## src/rtl/fp_mul_pkg.sv

```systemverilog
// fp_mul_pkg: FSM state, result-flag layout and default binary32 format constants
// shared by the FP multiply scheduler and its multiply pipeline.
package fp_mul_pkg;

    localparam int FP_EXP_DEF  = 8;
    localparam int FP_MAN_DEF  = 23;
    localparam int FP_BIAS_DEF = 2 ** (FP_EXP_DEF - 1) - 1;
    localparam int FLAGS_W     = 5;

    typedef enum logic [1:0] {
        IDLE = 2'd0,
        MUL  = 2'd1,
        RESP = 2'd2
    } state_e;

    // Field order gives the packed layout {inf, nan, zero, overflow, underflow}.
    typedef struct packed {
        logic inf;
        logic nan;
        logic zero;
        logic overflow;
        logic underflow;
    } flags_t;

    function automatic flags_t flags_clear();
        return '0;
    endfunction

endpackage

```

## src/rtl/fp_mul_pipe.sv

```systemverilog
// fp_mul_pipe: truncating floating-point multiply with one-hot special-case flags,
// followed by LAT register stages; out_valid follows in_valid by exactly LAT cycles.
module fp_mul_pipe
    import fp_mul_pkg::*;
#(
    parameter int EXP  = FP_EXP_DEF,
    parameter int MAN  = FP_MAN_DEF,
    parameter int BITS = MAN + EXP + 1,
    parameter int BIAS = 2 ** (EXP - 1) - 1,
    parameter int LAT  = 2
) (
    input  logic            clk,
    input  logic            reset_n,
    input  logic            in_valid_i,
    input  logic [BITS-1:0] x_i,
    input  logic [BITS-1:0] y_i,
    output logic            out_valid_o,
    output logic [BITS-1:0] data_o,
    output flags_t          flags_o
);

    localparam int EW = EXP + 2;
    localparam int PW = 2 * (MAN + 1);
    localparam logic [EXP-1:0]       EXP_MAX = '1;
    localparam logic signed [EW-1:0] BIAS_S  = EW'(BIAS);

    logic                 x_sign, y_sign;
    logic [EXP-1:0]       x_exp, y_exp;
    logic [MAN-1:0]       x_man, y_man;
    logic [PW-1:0]        prod;
    logic                 norm;
    logic [MAN-1:0]       man_c;
    logic signed [EW-1:0] exp_c;
    logic [BITS-1:0]      data_c;
    flags_t               flags_c;

    assign {x_sign, x_exp, x_man} = x_i;
    assign {y_sign, y_exp, y_man} = y_i;

    // NOTE: every variable gets a default at the top of the block, so no path leaves one unassigned and no latch is inferred.
    always_comb begin
        flags_c = flags_clear();
        prod    = {{(MAN + 1){1'b0}}, 1'b1, x_man} * {{(MAN + 1){1'b0}}, 1'b1, y_man};
        norm    = prod[PW-1];
        man_c   = norm ? MAN'(prod >> (MAN + 1)) : MAN'(prod >> MAN);
        exp_c   = $signed({2'b00, x_exp}) + $signed({2'b00, y_exp}) - BIAS_S
                + $signed({{(EW - 1){1'b0}}, norm});
        data_c  = {x_sign ^ y_sign, exp_c[EXP-1:0], man_c};

        if (x_exp == '0 || y_exp == '0) begin
            flags_c.zero = 1'b1;
        end else if ((x_exp == EXP_MAX && x_man != '0) || (y_exp == EXP_MAX && y_man != '0)) begin
            flags_c.nan = 1'b1;
        end else if (x_exp == EXP_MAX || y_exp == EXP_MAX) begin
            flags_c.inf = 1'b1;
        end else if (exp_c[EW-1] || exp_c == '0) begin
            flags_c.underflow = 1'b1;
        end else if (exp_c >= $signed({2'b00, EXP_MAX})) begin
            flags_c.overflow = 1'b1;
        end

        if (flags_c.zero || flags_c.underflow) begin
            data_c = '0;
        end else if (flags_c.nan || flags_c.inf || flags_c.overflow) begin
            data_c = {1'b0, EXP_MAX, {MAN{1'b0}}};
        end
    end

    logic   [LAT-1:0]           vld_q;
    logic   [LAT-1:0][BITS-1:0] data_q;
    flags_t [LAT-1:0]           flags_q;

    // NOTE: state registers use non-blocking assignments so every stage samples the previous stage's old value.
    always_ff @(posedge clk or negedge reset_n) begin
        if (!reset_n) begin
            vld_q   <= '0;
            data_q  <= '0;
            flags_q <= '0;
        end else begin
            vld_q[0]   <= in_valid_i;
            data_q[0]  <= data_c;
            flags_q[0] <= flags_c;
            for (int i = 1; i < LAT; i++) begin
                vld_q[i]   <= vld_q[i-1];
                data_q[i]  <= data_q[i-1];
                flags_q[i] <= flags_q[i-1];
            end
        end
    end

    assign out_valid_o = vld_q[LAT-1];
    assign data_o      = data_q[LAT-1];
    assign flags_o     = flags_q[LAT-1];

endmodule

```

## src/rtl/fp_mul_sched.sv

```systemverilog
// fp_mul_sched: round-robin arbiter feeding one shared FP multiply pipeline, one op in flight.
// Optional FPMUL_STICKY_EN adds sticky_clr / sticky_flags accumulating flags of delivered results.
module fp_mul_sched
    import fp_mul_pkg::*;
#(
    parameter int EXP  = FP_EXP_DEF,
    parameter int MAN  = FP_MAN_DEF,
    parameter int BITS = MAN + EXP + 1,
    parameter int BIAS = 2 ** (EXP - 1) - 1,
    parameter int NREQ = 4,
    parameter int LAT  = 2,
    localparam int IDW = (NREQ > 1) ? $clog2(NREQ) : 1
) (
    input  logic                      clk,
    input  logic                      reset_n,
    input  logic [NREQ-1:0]           req_valid,
    input  logic [NREQ-1:0][BITS-1:0] req_x,
    input  logic [NREQ-1:0][BITS-1:0] req_y,
    output logic [NREQ-1:0]           req_ready,
    output logic                      res_valid,
    input  logic                      res_ready,
    output logic [IDW-1:0]            res_id,
    output logic [BITS-1:0]           res_data,
    output logic [FLAGS_W-1:0]        res_flags,
    output logic                      busy
`ifdef FPMUL_STICKY_EN
    ,
    input  logic                      sticky_clr,
    output logic [FLAGS_W-1:0]        sticky_flags
`endif
);

    state_e          state_q, state_d;
    logic [IDW-1:0]  last_q, last_d;
    logic [IDW-1:0]  id_q, id_d;
    logic [BITS-1:0] x_q, x_d;
    logic [BITS-1:0] y_q, y_d;
    logic            issued_q, issued_d;
    logic [BITS-1:0] data_q, data_d;
    flags_t          flags_q, flags_d;

    logic            grant_found;
    logic [IDW-1:0]  grant_idx;
    logic [IDW-1:0]  cand;

    logic            mul_start;
    logic            pipe_valid;
    logic [BITS-1:0] pipe_data;
    flags_t          pipe_flags;

    // Round-robin search: first valid requester after last_q, wrapping at NREQ-1.
    always_comb begin
        grant_found = 1'b0;
        grant_idx   = '0;
        cand        = last_q;
        for (int i = 0; i < NREQ; i++) begin
            cand = (cand == IDW'(NREQ - 1)) ? '0 : cand + 1'b1;
            if (!grant_found && req_valid[cand]) begin
                grant_found = 1'b1;
                grant_idx   = cand;
            end
        end
    end

    always_comb begin
        state_d   = state_q;
        last_d    = last_q;
        id_d      = id_q;
        x_d       = x_q;
        y_d       = y_q;
        issued_d  = issued_q;
        data_d    = data_q;
        flags_d   = flags_q;
        req_ready = '0;
        mul_start = 1'b0;

        unique case (state_q)
            IDLE: begin
                if (grant_found) begin
                    req_ready[grant_idx] = 1'b1;
                    last_d   = grant_idx;
                    id_d     = grant_idx;
                    x_d      = req_x[grant_idx];
                    y_d      = req_y[grant_idx];
                    issued_d = 1'b0;
                    state_d  = MUL;
                end
            end
            MUL: begin
                // Issue exactly once; the result returns LAT cycles later.
                if (!issued_q) begin
                    mul_start = 1'b1;
                    issued_d  = 1'b1;
                end
                if (pipe_valid) begin
                    data_d  = pipe_data;
                    flags_d = pipe_flags;
                    state_d = RESP;
                end
            end
            RESP: begin
                if (res_ready) begin
                    state_d = IDLE;
                end
            end
            default: state_d = IDLE;
        endcase
    end

    always_ff @(posedge clk or negedge reset_n) begin
        if (!reset_n) begin
            state_q  <= IDLE;
            last_q   <= IDW'(NREQ - 1);
            id_q     <= '0;
            x_q      <= '0;
            y_q      <= '0;
            issued_q <= 1'b0;
            data_q   <= '0;
            flags_q  <= flags_clear();
        end else begin
            state_q  <= state_d;
            last_q   <= last_d;
            id_q     <= id_d;
            x_q      <= x_d;
            y_q      <= y_d;
            issued_q <= issued_d;
            data_q   <= data_d;
            flags_q  <= flags_d;
        end
    end

    fp_mul_pipe #(
        .EXP  (EXP),
        .MAN  (MAN),
        .BITS (BITS),
        .BIAS (BIAS),
        .LAT  (LAT)
    ) u_pipe (
        .clk         (clk),
        .reset_n     (reset_n),
        .in_valid_i  (mul_start),
        .x_i         (x_q),
        .y_i         (y_q),
        .out_valid_o (pipe_valid),
        .data_o      (pipe_data),
        .flags_o     (pipe_flags)
    );

    assign res_valid = (state_q == RESP);
    assign res_id    = id_q;
    assign res_data  = data_q;
    assign res_flags = flags_q;
    assign busy      = (state_q != IDLE);

`ifdef FPMUL_STICKY_EN
    logic [FLAGS_W-1:0] sticky_q, sticky_d;

    // A clear coinciding with a handshake still keeps the flags being delivered.
    always_comb begin
        sticky_d = sticky_clr ? '0 : sticky_q;
        if (state_q == RESP && res_ready) begin
            sticky_d = sticky_d | flags_q;
        end
    end

    always_ff @(posedge clk or negedge reset_n) begin
        if (!reset_n) begin
            sticky_q <= '0;
        end else begin
            sticky_q <= sticky_d;
        end
    end

    assign sticky_flags = sticky_q;
`endif

endmodule

```

## config.mk

```make
export PLATFORM = sky130hd
export DESIGN_NAME = fp_mul_sched
export DESIGN_NICKNAME = d
export VERILOG_FILES = /design/src/rtl/fp_mul_pkg.sv /design/src/rtl/fp_mul_pipe.sv /design/src/rtl/fp_mul_sched.sv
export SDC_FILE = /design/constraint.sdc
export NUM_CORES = 2
export LEC_CHECK = 0
export CORE_UTILIZATION = 60
export CTS_BUF_LIST = sky130_fd_sc_hd__clkbuf_4 sky130_fd_sc_hd__clkbuf_8
export CTS_CLUSTER_DIAMETER = 30
export DETAILED_ROUTE_END_ITERATION = 8
export PLACE_DENSITY = 0.88
export SLEW_MARGIN = 15
export SYNTH_ARGS = -nofsm -noshare
export SYNTH_HDL_FRONTEND = slang
export SYNTH_SLANG_ARGS = --single-unit
```

## constraint.sdc

```tcl
create_clock -name clk -period 11.5 [get_ports clk]
set_input_delay 2.3 -clock clk [delete_from_list [all_inputs] [get_ports clk]]
set_output_delay 2.3 -clock clk [all_outputs]
set_load 0.02 [all_outputs]
```

==> results_dict.tcl <==
set metrics [dict create \
    status "finished clean" \
    slew_headroom_pct 12.67 \
    ys_top_cells_by_area "fa_1 35%, dfrtp_1 17%, nand2_1 8.3%" \
    dieWidth_um 215.8 \
    synth_flop_cell "dfrtp_1" \
    boundaryPins 308 \
    routedWlPerCell_um 21.32 \
    layout.nets 4234 \
    skew_ns 0.02329 \
    drc 0 \
    antenna_left 0 \
    seq_area_frac_synth_pct 16.79 \
    critPathLaunchType "flop" \
    hpwl_um 65200 \
    timing.fmax_mhz 99.04 \
    clock_path_buffers 2 \
    synth.avg_cell_area_um2 8.796 \
    clk_pin_slew_ns 0.13 \
    post_cts_buffers 0 \
    netlist-cell-type-count 79 \
    dieHeight_um 215.8 \
    reg2reg_from "x_q[15]$_DFFE_PN0P_" \
    synth_nets 4044 \
    vias_per_cell 5.879 \
    cts-hold-fix-buffers 0 \
    rows 77 \
    synth_area_mm2 0.02743 \
    hold_violations 0 \
    track_usage_pct 37.21 \
    reg2reg_slack_ns 1.40 \
    rsz0062_at_grt "no" \
    slew_violations 0 \
    place.gp.congestion 0.9470 \
    post_cts_resized 0 \
    endpoint "u_pipe.data_q[20]$_DFF_PN0_" \
    die_area_mm2 0.04658 \
    cp.required_ns 11.91 \
    core-area_mm2 0.04470 \
    clk_latency_ns 0.52 \
    numCtsBuffers 17 \
    drtPass1Iterations 6 \
    yosysMostFrequentCell "nand2_1" \
    setup_violations 0 \
    ys_ff_latch 184 \
    synth-edff-count 0 \
    worstReg2RegEnd "u_pipe.data_q[20]$_DFF_PN0_" \
    critPathArrivalTime_ns 10.50 \
    path_max_fanout 26 \
    slowest_delay_ns 1.16 \
    path_class "flop to flop" \
    grt_pass1_wl_um 131900 \
    hold_path_class "flop to flop" \
    synth_top_area_share_pct 35.17 \
    r2r_cells 37 \
    grt_pass1_vias 24130 \
    synth_common_cells "604 x nand2_1, 572 x inv_1, 482 x fa_1, 218 x and2_1, 182 x dfrtp_1" \
    areaGrowthSynthToFinish_pct 14.24 \
    whs_ns 0.3480 \
    setup_tns_ns 0 \
    period_needed_ns 10.10 \
    port_buffers 307 \
    async_flop_share_pct 100.0 \
    cts.htree.levels 4 \
    tritoncts "built" \
    final_layout_size_suffix_gt1_share_pct 4.305 \
    cp_slowest_cell "dfrtp_1" \
    vias 23030 \
    synthCells 3119 \
    end_kind "flop" \
    drtIter0Drc 2258 \
    initial_core_util_pct 61.37 \
    antenna_found_initial 5 \
    wl_um 83530 \
    fillCellCount 3306 \
    grt_max_degree 115 \
    cts_sinks 184 \
    worst_pin_slew_ns 1.310 \
    period_share_pct 87.80 \
    critPathLaunch "x_q[15]$_DFFE_PN0P_" \
    maxCapViolations 0 \
    synth_top_cell_by_area "fa_1" \
    clockRootBuffer "clkbuf_8" \
    ys_warn_count 0 \
    overflow 0 \
]
==> how the worst min path moves through the flow <==
stage	from	endpoint	depth (start not counted)
after floorplan	u_pipe.data_q[0]$_DFF_PN0_	u_pipe.data_o[0]$_DFF_PN0_	0
after global placement	u_pipe.vld_q[0]$_DFF_PN0_	u_pipe.vld_q[1]$_DFF_PN0_	0
after detailed placement	u_pipe.data_q[3]$_DFF_PN0_	u_pipe.data_o[3]$_DFF_PN0_	0
after CTS	u_pipe.data_q[8]$_DFF_PN0_	u_pipe.data_o[8]$_DFF_PN0_	0
after global routing	u_pipe.flags_q[0]$_DFF_PN0_	u_pipe.flags_o[0]$_DFF_PN0_	0
final	u_pipe.flags_q[0]$_DFF_PN0_	u_pipe.flags_o[0]$_DFF_PN0_	0
==> metrics by stage <==
step / util, % / area [um2] / std cells / setup slack [ns]
floorplan: - / 27430 / 3119 / 2.716
global placement: 69.11 / 30890 / 3882 / 1.699
detailed placement: 69.11 / 30890 / 3882 / 1.561
CTS: 70.09 / 31330 / 3914 / 1.519
global route: 70.11 / 31340 / 3918 / 0.9850
finish: 70.11 / 31340 / 3918 / 1.403
==> metal layers <==
layer / share of wire [%] / GRT usage [%]
met1: 36 / 46.70
met2: 46 / 58.10
met3: 10 / 8.372
met4: 7.5 / 24.49
met5: 0 / 0
==> critical path, delay by kind of cell (launching register included) <==
family,cells,cell delay [ns]
adders and majority gates,10,4.44
AOI/OAI and AO/OA,7,1.67
and+or+nand+nor,8,1.21
buffers and inverters,10,1.19
DFF,1,1.16
xor gates and xnor gates,1,0.14
muxes,1,0.12
==> final cells by class <==
type / count / area [um2] / share of cell area (%)
diodes: 4 / 10.01 / 0.03194
clock buffers: 18 / 241.5 / 0.7705
clock inverters: 14 / 197.7 / 0.6308
inverters: 575 / 2158 / 6.887
multi-input cells: 2188 / 20040 / 63.94
flip-flops and latches: 184 / 4607 / 14.70
well taps: 592 / 740.7 / 2.363
repair buffers: 343 / 3347 / 10.68
==> cells in the final DEF (no fill, tap or decap), types with 22 or more instances in the layout <==
| master | n |
|---|---|
| o21ai_0 | 129 |
| and2_1 | 218 |
| dfrtp_1 | 182 |
| nand2_1 | 604 |
| inv_1 | 572 |
| nand4_1 | 24 |
| buf_4 | 36 |
| mux2_2 | 37 |
| ha_1 | 180 |
| nor2_1 | 69 |
| a21oi_1 | 126 |
| fa_1 | 482 |
| xnor2_1 | 22 |
| a22oi_1 | 35 |
| nand3_1 | 44 |
| clkdlybuf4s50_1 | 306 |
==> cells by family after synthesis <==
kind of cell	count (synthesis)	share of synthesized area, %
simple gates	1049	17.75
buf+inv	747	10.33
fa+ha+maj	662	43.38
compound gates	404	9.026
flops	184	16.79
mux	38	1.555
xor+xnor	35	1.172
==> flip-flops by register name, indices dropped and copies added, names as in the netlist, 2 cells and up <==
register and cells:
last_q 2, res_data 32, res_flags 5, res_id 2
state_q 2, u_pipe.data_o 32, u_pipe.data_q 32, u_pipe.flags_o 5
u_pipe.flags_q 5, u_pipe.vld_q 2, x_q 32, y_q 32
Power is left out: the tool's default activity adds up to more than one toggle a clock period on the data nets, which glitch-free logic cannot reach.
